### src/rtl/serial_pattern_detector.sv
// Serial pattern detector: registered match pulse on each MSB-first occurrence of PATTERN in din.
// Define SERIAL_PATTERN_DETECTOR_COUNT_EN to compile in the saturating match_count register.
module serial_pattern_detector #(
   parameter int           W       = 4,
   parameter logic [W-1:0] PATTERN = 4'b1011,
   parameter int           OVERLAP = 1,
   parameter int           CNT_W   = 8
) (
   input  logic             clk,
   input  logic             rst,
   input  logic             din,
   input  logic             din_valid,
   input  logic             clear,
   output logic             match,
   output logic [CNT_W-1:0] match_count
);

   localparam int FILL_W = $clog2(W + 1);

   logic [W-1:0]      hist_r;
   logic [FILL_W-1:0] fill_r;
   logic              match_r;
   logic [W-1:0]      hist_nxt_s;
   logic [FILL_W-1:0] fill_nxt_s;
   logic              match_nxt_s;
   logic [W-1:0]      hist_d_s;
   logic [FILL_W-1:0] fill_d_s;

   // Next-state history/fill and match decision for an accepted sample.
   always_comb begin
      hist_nxt_s  = {hist_r[W-2:0], din};
      fill_nxt_s  = fill_r;
      match_nxt_s = 1'b0;
      hist_d_s    = hist_r;
      fill_d_s    = fill_r;
      if (fill_r == FILL_W'(W)) begin
         fill_nxt_s = fill_r;
      end else begin
         fill_nxt_s = fill_r + FILL_W'(1);
      end
      if (din_valid) begin
         match_nxt_s = (fill_nxt_s == FILL_W'(W)) && (hist_nxt_s == PATTERN);
         // Non-overlapping mode forgets everything once a match is taken.
         if (match_nxt_s && (OVERLAP == 0)) begin
            hist_d_s = {W{1'b0}};
            fill_d_s = {FILL_W{1'b0}};
         end else begin
            hist_d_s = hist_nxt_s;
            fill_d_s = fill_nxt_s;
         end
      end else begin
         hist_d_s = hist_r;
         fill_d_s = fill_r;
      end
   end

   // History, fill and match registers; clear behaves exactly like rst.
   always_ff @(posedge clk) begin
      if (rst) begin
         hist_r  <= {W{1'b0}};
         fill_r  <= {FILL_W{1'b0}};
         match_r <= 1'b0;
      end else if (clear) begin
         hist_r  <= {W{1'b0}};
         fill_r  <= {FILL_W{1'b0}};
         match_r <= 1'b0;
      end else begin
         hist_r  <= hist_d_s;
         fill_r  <= fill_d_s;
         match_r <= match_nxt_s;
      end
   end

   assign match = match_r;

`ifdef SERIAL_PATTERN_DETECTOR_COUNT_EN
   logic [CNT_W-1:0] cnt_r;

   // Saturating match counter; match keeps pulsing once it is full.
   always_ff @(posedge clk) begin
      if (rst) begin
         cnt_r <= {CNT_W{1'b0}};
      end else if (clear) begin
         cnt_r <= {CNT_W{1'b0}};
      end else if (match_nxt_s && (cnt_r != {CNT_W{1'b1}})) begin
         cnt_r <= cnt_r + CNT_W'(1);
      end else begin
         cnt_r <= cnt_r;
      end
   end

   assign match_count = cnt_r;
`else
   assign match_count = {CNT_W{1'b0}};
`endif

endmodule

### config.mk
export PLATFORM = sky130hd
export DESIGN_NAME = serial_pattern_detector
export DESIGN_NICKNAME = d
export VERILOG_FILES = /design/src/rtl/serial_pattern_detector.sv
export SDC_FILE = /design/constraint.sdc
export NUM_CORES = 1
export LEC_CHECK = 0
export ABC_AREA = 1
export CORE_AREA = 2 2 39 41
export CTS_CLUSTER_DIAMETER = 100
export DETAILED_ROUTE_END_ITERATION = 6
export DIE_AREA = 0 0 41 43
export PLACE_DENSITY = 0.68
export SLEW_MARGIN = 10
export SYNTH_ARGS = -nofsm -noshare
export SYNTH_HDL_FRONTEND = slang
export SYNTH_SLANG_ARGS = --single-unit
export TNS_END_PERCENT = 20
### constraint.sdc
create_clock -name clk -period 2.7 [get_ports clk]
set_input_delay 0.675 -clock clk [delete_from_list [all_inputs] [get_ports clk]]
set_output_delay 0.675 -clock clk [all_outputs]
set_load 0.01 [all_outputs]
==> Word level (Yosys, flattened, before mapping) <==
Cells that the tools add are included.
{ "classes": {"n_mul": 0, "n_mux": 1, "n_bitwise": 1, "div_mod_pow": 0, "n_addsub": 1, "n_reduce_logical": 3, "shifts": 0, "order_cmp": 0, "n_eq_ne": 3} }
{ "op_table": {"columns": ["operator", "n"], "rows": [
  ["== test 3 bit, second input constant", 2],
  ["== test 4 bit, second input constant", 1],
  ["adder 3 x 1 -> 3 bit, second input constant", 1],
  ["2-to-1 mux 3 bit", 1],
  ["OR reduction 3 bit", 1],
  ["OR reduction 2 bit", 1],
  ["logical AND 1 bit", 1],
  ["NOT 1 bit", 1]
]} }
{ "totals": {"ff_bits": 7, "n_memories": 0, "romBits": 0, "out_inout_bits": 9, "latch_bits": 0, "ramBits": 0} }

==> Depth between registers and ports, before layout <==
Gate-level depths: netlist of the first run.
{ "depth": {"ltp_word": 4, "depth_mapped": 8, "depth_no_buf": 8} }

==> Worst setup path after synthesis of the first run <==
OpenSTA, ideal clock, no wires.
{ "synth_timing": {"path_type": "input to register", "startpoint": "input port clear", "endpoint": "register fill_r[0]", "t_required_ps": 2644, "setup_slack_ps": 1606, "path_buffers": 0, "stages": 5, "arrival_time_ps": 1038, "path_cell_list": "nor2_4 > inv_1 > a21oi_1 > nand2_1 > inv_1"} }
{ "synth_between": {"elab_chain_len": 1} }
{ "synth_rtl": {"columns": ["element", "line", "rtl"], "rows": [
  ["start, declared", "13", "input logic clear,"],
  ["OR reduction 2 bit (no source line)", null, null],
  ["end signal, assigned", "61", "fill_r <= {FILL_W{1'b0}};"],
  ["end signal, assigned", "65", "fill_r <= {FILL_W{1'b0}};"],
  ["end signal, assigned", "69", "fill_r <= fill_d_s;"],
  ["end, declared", "21", "logic [FILL_W-1:0] fill_r;"]
]} }
Every way passes these cells.
A chain may end at the register's enable or synchronous reset.

==> Worst setup path in the final report of the first run <==
{ "layout_timing": {"startpoint": "register match_r, in the netlist match", "endpoint": "output port match"} }
{ "layout_lines": {"columns": ["element", "line", "rtl"], "rows": [
  ["start, declared", "22", "logic match_r;"],
  ["start signal, assigned", "70", "match_r <= match_nxt_s;"],
  ["end, declared", "14", "output logic match,"]
]} }
No word-level cell between the ends.

==> impl_results.md, run 1 <==
* Drt pass-1 iters at 4
* Register area share after synthesis at 0.349
* Type of origin of the critical path: register
* Yosys Warn Count at 0
* # H-tree levels at 1
* MaxCap Viol Count at 0
* Root buf cell: clkbuf_4
* Die width at 41 µm
* Wire length per cell at 7.85 µm
* Worst hold path class: reg -> reg
* Die height at 43 µm
* Worst setup startpoint: match
* Hold depth at 2
* Post-route ant nets at 0
* Post-cts hold buffer count at 0
* Worst path slowest cell: clkdlybuf4s50_1
* Most area-consuming cells after synthesis: dfxtp_1, buf_4, nand2_1, inv_1, ha_1
* Share of flip-flops with an asynchronous set or reset at 0
* Crit end category: output port
* Crit. path cell count at 1
* Initial antenna violation count at 0
* Starting DRT DRC Count at 9
* Remaining DRCs at 0
* Min Tclk post-route at 1.76 ns
* HPWL Detailed at 500 µm
* Synth cell count leaders: nand2_1, buf_4, dfxtp_1, inv_1, nor2_1
* Vias at 328
* Row Count at 14
* Core area at 0.00138 mm²
* Setup TNS Final at 0 ns
* Reg area at 140 µm²
* Reg2Reg Depth at 5
* Pre-CTS WS at 0.970 ns
* Library cells used by synthesis at 13
* Post-Route WL at 628 µm
* R2r startpoint: fill_r[0]
* Crit path DAT at 1.08 ns
* Mapped Area at 402 µm²
* RSZ-0062 raised after global routing: false
* Worst Path Max Fanout at 1
* DIE AREA at 0.00176 mm²
* Largest net degree at the start of global routing at 8
* Register bit total from synthesis at 7
* Fmax achieved at 569 MHz
* Post-cts resize count at 0
* Max clock buf depth at 2
* WP buf/inv at 1
* Grt total ovfl at 0
* Vias/cell at 4.10
* Pins Over Slew Limit at 0
* Clock Latency Late Sink at 0.26 ns
* Peak VDD IR at 176 µV
* CP Data Required Time at 2.03 ns
* Setup Viol. Count Final at 0
* Number of synthesized flops with an enable pin at 0
* Layout Nets at 72
* Share of the synthesized area in the top cell type at 0.349
* Vias in the first global route at 271
* Port bufs at 5
* Setup CP Type: reg -> out
* Leading area contributor after synthesis: dfxtp_1
* Final Hold Viols at 0
* CP max stage delay at 0.52 ns
* CP top delay family: buffers and inverters
* # IOs at 14
* CP Cell Sequence: clkdlybuf4s50_1
* Final setup margin at 0.943 ns
* Multi-input gate area at 198 µm²
* GP Congestion at 0.815
* Worst Clk Skew at 0.00199 ns
* First-pass GRT wire length at 1110 µm
* DP Area at 438 µm²
* CTS tree: built
* Crit share post-route at 0.651
* # diodes at 0
* Area grow syn2layout at 15.6%
* Setup bufs post-CTS at 0
* Hold path start: hist_r[0]
* Post-Syn Area per Cell at 7.17 µm²
* Post-synthesis instance total at 56
* Most numerous cell in the Yosys netlist: nand2_1
* Main synth FF type: dfxtp_1
* Pwr per Cell Area at 510 mW/mm²
* CTS clk-pin slew, worst paths at 0.05 ns
* FILL cells at 155
* GRT Overall Usage at 0.108
* Clock Sinks at 7
* CTS Buf Count at 3
* Share of cells above drive strength 1 at 0.0938
* Initial Utilization at 0.290
* Leakage Power at 0.200 nW
* Status: completed
* Final Cell Area at 464 µm²
## cell type report
| type | instances | share of cell area |
|---|---|---|
| inverter | 8 | 0.0647 |
| clock buffer | 4 | 0.0566 |
| timing repair buffer | 5 | 0.108 |
| tap | 16 | 0.0431 |
| sequential | 7 | 0.302 |
| multi-input combinational | 40 | 0.426 |
## per-stage QoR
stage | utilization | power (mW) | std cells | hold WS [ns]
6_report | 0.335 | 0.237 | 80 | 0.483
5_1_grt | 0.335 | 0.253 | 80 | 0.512
4_1_cts | 0.335 | 0.241 | 80 | 0.490
3_5_place_dp | 0.316 | 0.142 | 76 | 0.483
3_3_place_gp | 0.316 | 0.142 | 76 | 0.476
2_1_floorplan | - | 0.140 | 63 | 0.448
## kinds of logic after synthesis
family / after synthesis / synth area share
AOI/OAI and AO/OA: 7 / 0.0934
adders and majority gates: 2 / 0.0623
DFF: 7 / 0.349
and+or+nand+nor: 23 / 0.262
other: 1 / 0.00934
buffers and inverters: 16 / 0.224
## per-layer routing
layer	global-route usage	wire, µm
met1	0.107	255
met5	0	0
met4	0.120	36
met2	0.128	278
met3	0.0785	58
## layout by cell type (no fill, tap or decap), drive strengths merged
cell and n:
nand3 3, conb 8, nand2 12, a211oi 1, clkdlybuf4s50 5, nor2 8
o21ai 3, dfxtp 7, ha 2, clkbuf 4, inv 8, a21oi 3
## worst paths after layout
path / to / slack [ns]
worst min register to register: hist_r[0] / 0.48
worst min-delay path: hist_r[0] / 0.48
worst max register to register: match / 1.60
worst max-delay path: match / 0.94
## sequential cells by signal, indices dropped and copies added, names as in the netlist
name / count
match: 1
fill_r: 3
hist_r: 3
## where the power goes
| group | switching, mW | internal [mW] |
|---|---|---|
| Clock | 0.0397 | 0.0565 |
| Sequential | 0.00237 | 0.107 |
| Combinational | 0.0189 | 0.0123 |
Note: power is estimated with default switching activity, not from simulation.
==> inputs of run 2 (changes only) <==
clock period = 1.74 ns   (was 2.7 ns; I/O delays follow)
==> run 2 against run 1 <==
Effect of this change: design area is the same; via count grew 0.30%; non-clock buffer count unchanged; critical path depth unchanged; clock power grew 52%; global-route usage shrank 2.2 points; total power grew 54%; core utilization unchanged; first-iteration DRC count did not move; largest cell class unchanged; highest routed layer is now met3.
==> impl_results.md, run 2 (synthesized netlist as in run 1, its figures left out) <==
* Status: completed
* Peak VDD IR at 399 µV
* Most frequent cells in the layout: nand2_1, conb_1, inv_1, dfxtp_1, nor2_1
* Pwr per Cell Area at 786 mW/mm²
* # IOs at 14
* Final setup margin at 0.235 ns
* Post-cts resize count at 0
* Die height at 43 µm
* Initial antenna violation count at 0
* Area grow syn2layout at 15.6%
* Row Count at 14
* Reg area at 140 µm²
* Wire length per cell at 7.34 µm
* Final Hold Viols at 0
* Pins Over Slew Limit at 0
* Core area at 0.00138 mm²
* Final Cell Area at 464 µm²
* DP Area at 438 µm²
* Setup TNS Final at 0 ns
* Vias at 329
* CTS clk-pin slew, worst paths at 0.05 ns
* First-pass GRT wire length at 924 µm
* CP max stage delay at 0.52 ns
* Largest net degree at the start of global routing at 8
* Die width at 41 µm
* Fmax achieved at 664 MHz
* HPWL Detailed at 453 µm
* Post-cts hold buffer count at 0
* Crit path DAT at 1.07 ns
* CP top delay family: buffers and inverters
* CTS tree: built
* Worst Clk Skew at 0.000387 ns
* Multi-input gate area at 198 µm²
* Setup CP Type: reg -> out
* Grt total ovfl at 0
* # diodes at 0
* WP buf/inv at 1
* Share of cells above drive strength 1 at 0.0938
* Root buf cell: clkbuf_4
* Setup bufs post-CTS at 0
* Port bufs at 5
* Remaining DRCs at 0
* Setup Viol. Count Final at 0
* Worst hold path class: reg -> reg
* FILL cells at 151
* Starting DRT DRC Count at 9
* Vias/cell at 4.11
* Min Tclk post-route at 1.51 ns
* Crit end category: output port
* Pre-CTS WS at 0.260 ns
* Post-route ant nets at 0
* Drt pass-1 iters at 4
* Most common cell after layout, fill and taps aside: nand2_1
* Worst Path Max Fanout at 1
* RSZ-0062 raised after global routing: false
* Initial Utilization at 0.290
* Leakage Power at 0.200 nW
* Clock Sinks at 7
* GP Congestion at 0.808
* Vias in the first global route at 250
* GRT Overall Usage at 0.0855
* Type of origin of the critical path: register
* CP Cell Sequence: clkdlybuf4s50_1
* CTS Buf Count at 3
* Layout Nets at 72
* CP Data Required Time at 1.30 ns
* MaxCap Viol Count at 0
* Clock Latency Late Sink at 0.25 ns
* Worst path slowest cell: clkdlybuf4s50_1
* Crit share post-route at 0.865
* # H-tree levels at 1
* Post-Route WL at 587 µm
* Max clock buf depth at 2
* DIE AREA at 0.00176 mm²
run 2: cell counts in the layout (fill, tap and decap cells not counted):
Identical to the previous run, type by type.
run 2: area by class of cell:
| type | count | area share |
|---|---|---|
| multi-input combinational | 40 | 0.426 |
| timing repair buffer | 5 | 0.108 |
| sequential | 7 | 0.302 |
| inverter | 8 | 0.0647 |
| tap | 16 | 0.0431 |
| clock buffer | 4 | 0.0566 |
run 2: final timing paths:
check                                from        end  slack, ns  depth (start not counted)
worst max-delay path                match      match       0.23                          1
worst min-delay path            hist_r[0]  hist_r[0]       0.49                          2
worst max register to register  fill_r[0]      match       0.65                          5
worst min register to register  hist_r[0]  hist_r[0]       0.49                          2
run 2: power by group:
part           switching (mW)  internal, mW
Clock                  0.0589        0.0874
Sequential            0.00387         0.166
Combinational          0.0294        0.0191
Total                  0.0921         0.272
run 2: metrics by stage:
step | total power [mW] | cells | hold slack [ns] | utilization
6_report | 0.365 | 80 | 0.485 | 0.335
5_1_grt | 0.393 | 80 | 0.521 | 0.335
4_1_cts | 0.371 | 80 | 0.483 | 0.335
3_5_place_dp | 0.221 | 76 | 0.476 | 0.316
3_3_place_gp | 0.220 | 76 | 0.466 | 0.316
2_1_floorplan | 0.217 | 63 | 0.448 | -
run 2: worst register-to-register path: stages, from the launching register on:
cell and delay, ns:
dfxtp_1 0.34, inv_1 0.08, ha_1 0.33, nor2_4 0.12, nand3_1 0.08, nor2_1 0.08
run 2: metal layers:
layer | track usage | vias to the layer above | share of wire
met5 | 0 | - | 0
met4 | 0.0200 | 0 | 0
met3 | 0.0942 | 0 | 0.13
met2 | 0.109 | 17 | 0.46
met1 | 0.0939 | 141 | 0.42
li1 | - | 171 | -
==> inputs of run 3 (changes only) <==
CTS_BUF_LIST = sky130_fd_sc_hd__clkbuf_8   (was default)
SETUP_SLACK_MARGIN = 0.15   (was default)
==> run 3 against run 2 <==
Effect of this change: first-iteration DRC count fell by 22%; worst setup slack improved by 0.028 ns; worst hold slack got worse by 0.0049 ns; largest power group is now the clock network.
==> impl_results.md, run 3 (synthesized netlist as in run 1, its figures left out) <==
* Worst Clk Skew at 0.000214 ns
* Worst path slowest cell: clkdlybuf4s50_1
* Clock group share of total power at 0.502
* RSZ-0062 raised after global routing: false
* DIE AREA at 0.00176 mm²
* Pre-CTS WS at 0.260 ns
* Clock Sinks at 7
* Vias at 332
* Peak VDD IR at 458 µV
* Leakage Power at 0.211 nW
* # IOs at 14
* # H-tree levels at 1
* Setup TNS Final at 0 ns
* Max clock buf depth at 2
* Worst hold path class: reg -> reg
* Type of origin of the critical path: register
* HPWL Detailed at 453 µm
* Crit share post-route at 0.849
* Die height at 43 µm
* Setup Viol. Count Final at 0
* Core area at 0.00138 mm²
* Crit path DAT at 1.04 ns
* Reg area at 140 µm²
* Switch share at 0.231
* Post-route ant nets at 0
* Post-Route WL at 599 µm
* Drt pass-1 iters at 4
* Min Tclk post-route at 1.48 ns
* CP Cell Sequence: clkdlybuf4s50_1
* Final Hold Viols at 0
* Layout Nets at 72
* Initial antenna violation count at 0
* Status: completed
* P_int at 0.338 mW
* # diodes at 0
* Most common cell after layout, fill and taps aside: nand2_1
* Vias/cell at 4.15
* Initial Utilization at 0.290
* Row Count at 14
* Starting DRT DRC Count at 7
* Setup bufs post-CTS at 0
* GP Congestion at 0.808
* FILL cells at 147
* Pwr per Cell Area at 909 mW/mm²
* Largest net degree at the start of global routing at 8
* CP max stage delay at 0.52 ns
* Grt total ovfl at 0
* Wire length per cell at 7.49 µm
* Post-cts hold buffer count at 0
* Combinational power share at 0.110
* Pins Over Slew Limit at 0
* Remaining DRCs at 0
* GRT Overall Usage at 0.0936
* Share of cells above drive strength 1 at 0.0938
* Fmax achieved at 677 MHz
* Seq pwr share at 0.388
* Root buf cell: clkbuf_8
* Area grow syn2layout at 20.2%
* Multi-input gate area at 198 µm²
* Sw Pwr at 0.101 mW
* CTS tree: built
* MaxCap Viol Count at 0
* DP Area at 438 µm²
* CP Data Required Time at 1.30 ns
* Worst hold slack at 0.480 ns
* Setup CP Type: reg -> out
* CTS Buf Count at 3
* Worst Path Max Fanout at 1
* Crit end category: output port
* Die width at 41 µm
* WP buf/inv at 1
* First-pass GRT wire length at 986 µm
* Port bufs at 5
* CP top delay family: buffers and inverters
* Final setup margin at 0.263 ns
* CTS clk-pin slew, worst paths at 0.04 ns
* Vias in the first global route at 260
* Most frequent cells in the layout: nand2_1, inv_1, conb_1
* Post-cts resize count at 0
* Clock Latency Late Sink at 0.23 ns
* Final Cell Area at 483 µm²
run 3: cell types whose count changed in the layout (fill, tap and decap cells not counted):
cell	delta
clkbuf_1	-1
clkbuf_4	-3
clkbuf_8	+3
inv_1	+1
run 3: final cells by class:
cell class / count / share of cell area
multi-input cells: 40 / 0.409
flip-flops and latches: 7 / 0.290
repair buffers: 5 / 0.104
clock buffers: 3 / 0.0855
inverters: 8 / 0.0622
well taps: 16 / 0.0415
clock inverters: 1 / 0.00777
run 3: power groups by stage:
stage	combinational, mW	sequential (mW)	clock, mW
after floorplan	0.0456	0.172	0
after detailed placement	0.0481	0.173	0
after global routing	0.0557	0.170	0.240
after CTS	0.0483	0.170	0.231
after global placement	0.0474	0.173	0
final	0.0484	0.170	0.220
run 3: metrics by stage:
stage,utilization,instances,power (mW)
after floorplan,-,63,0.217
after global placement,0.316,76,0.220
after detailed placement,0.316,76,0.221
after CTS,0.349,80,0.450
after global routing,0.349,80,0.466
final,0.349,80,0.439
run 3: final timing paths:
kind	endpoint	slack [ns]	depth (start not counted)	from
worst max register to register	match	0.66	5	fill_r[0]
worst min register to register	hist_r[0]	0.48	2	hist_r[0]
worst max-delay path	match	0.26	1	match
worst min-delay path	hist_r[0]	0.48	2	hist_r[0]
run 3: per-layer routing:
metal | vias to the layer above | track usage | part of all wire
met3 | 4 | 0.0785 | 0.11
met1 | 144 | 0.0939 | 0.42
met4 | 0 | 0.0800 | 0.047
met5 | - | 0 | 0
met2 | 13 | 0.116 | 0.43
li1 | 171 | - | -
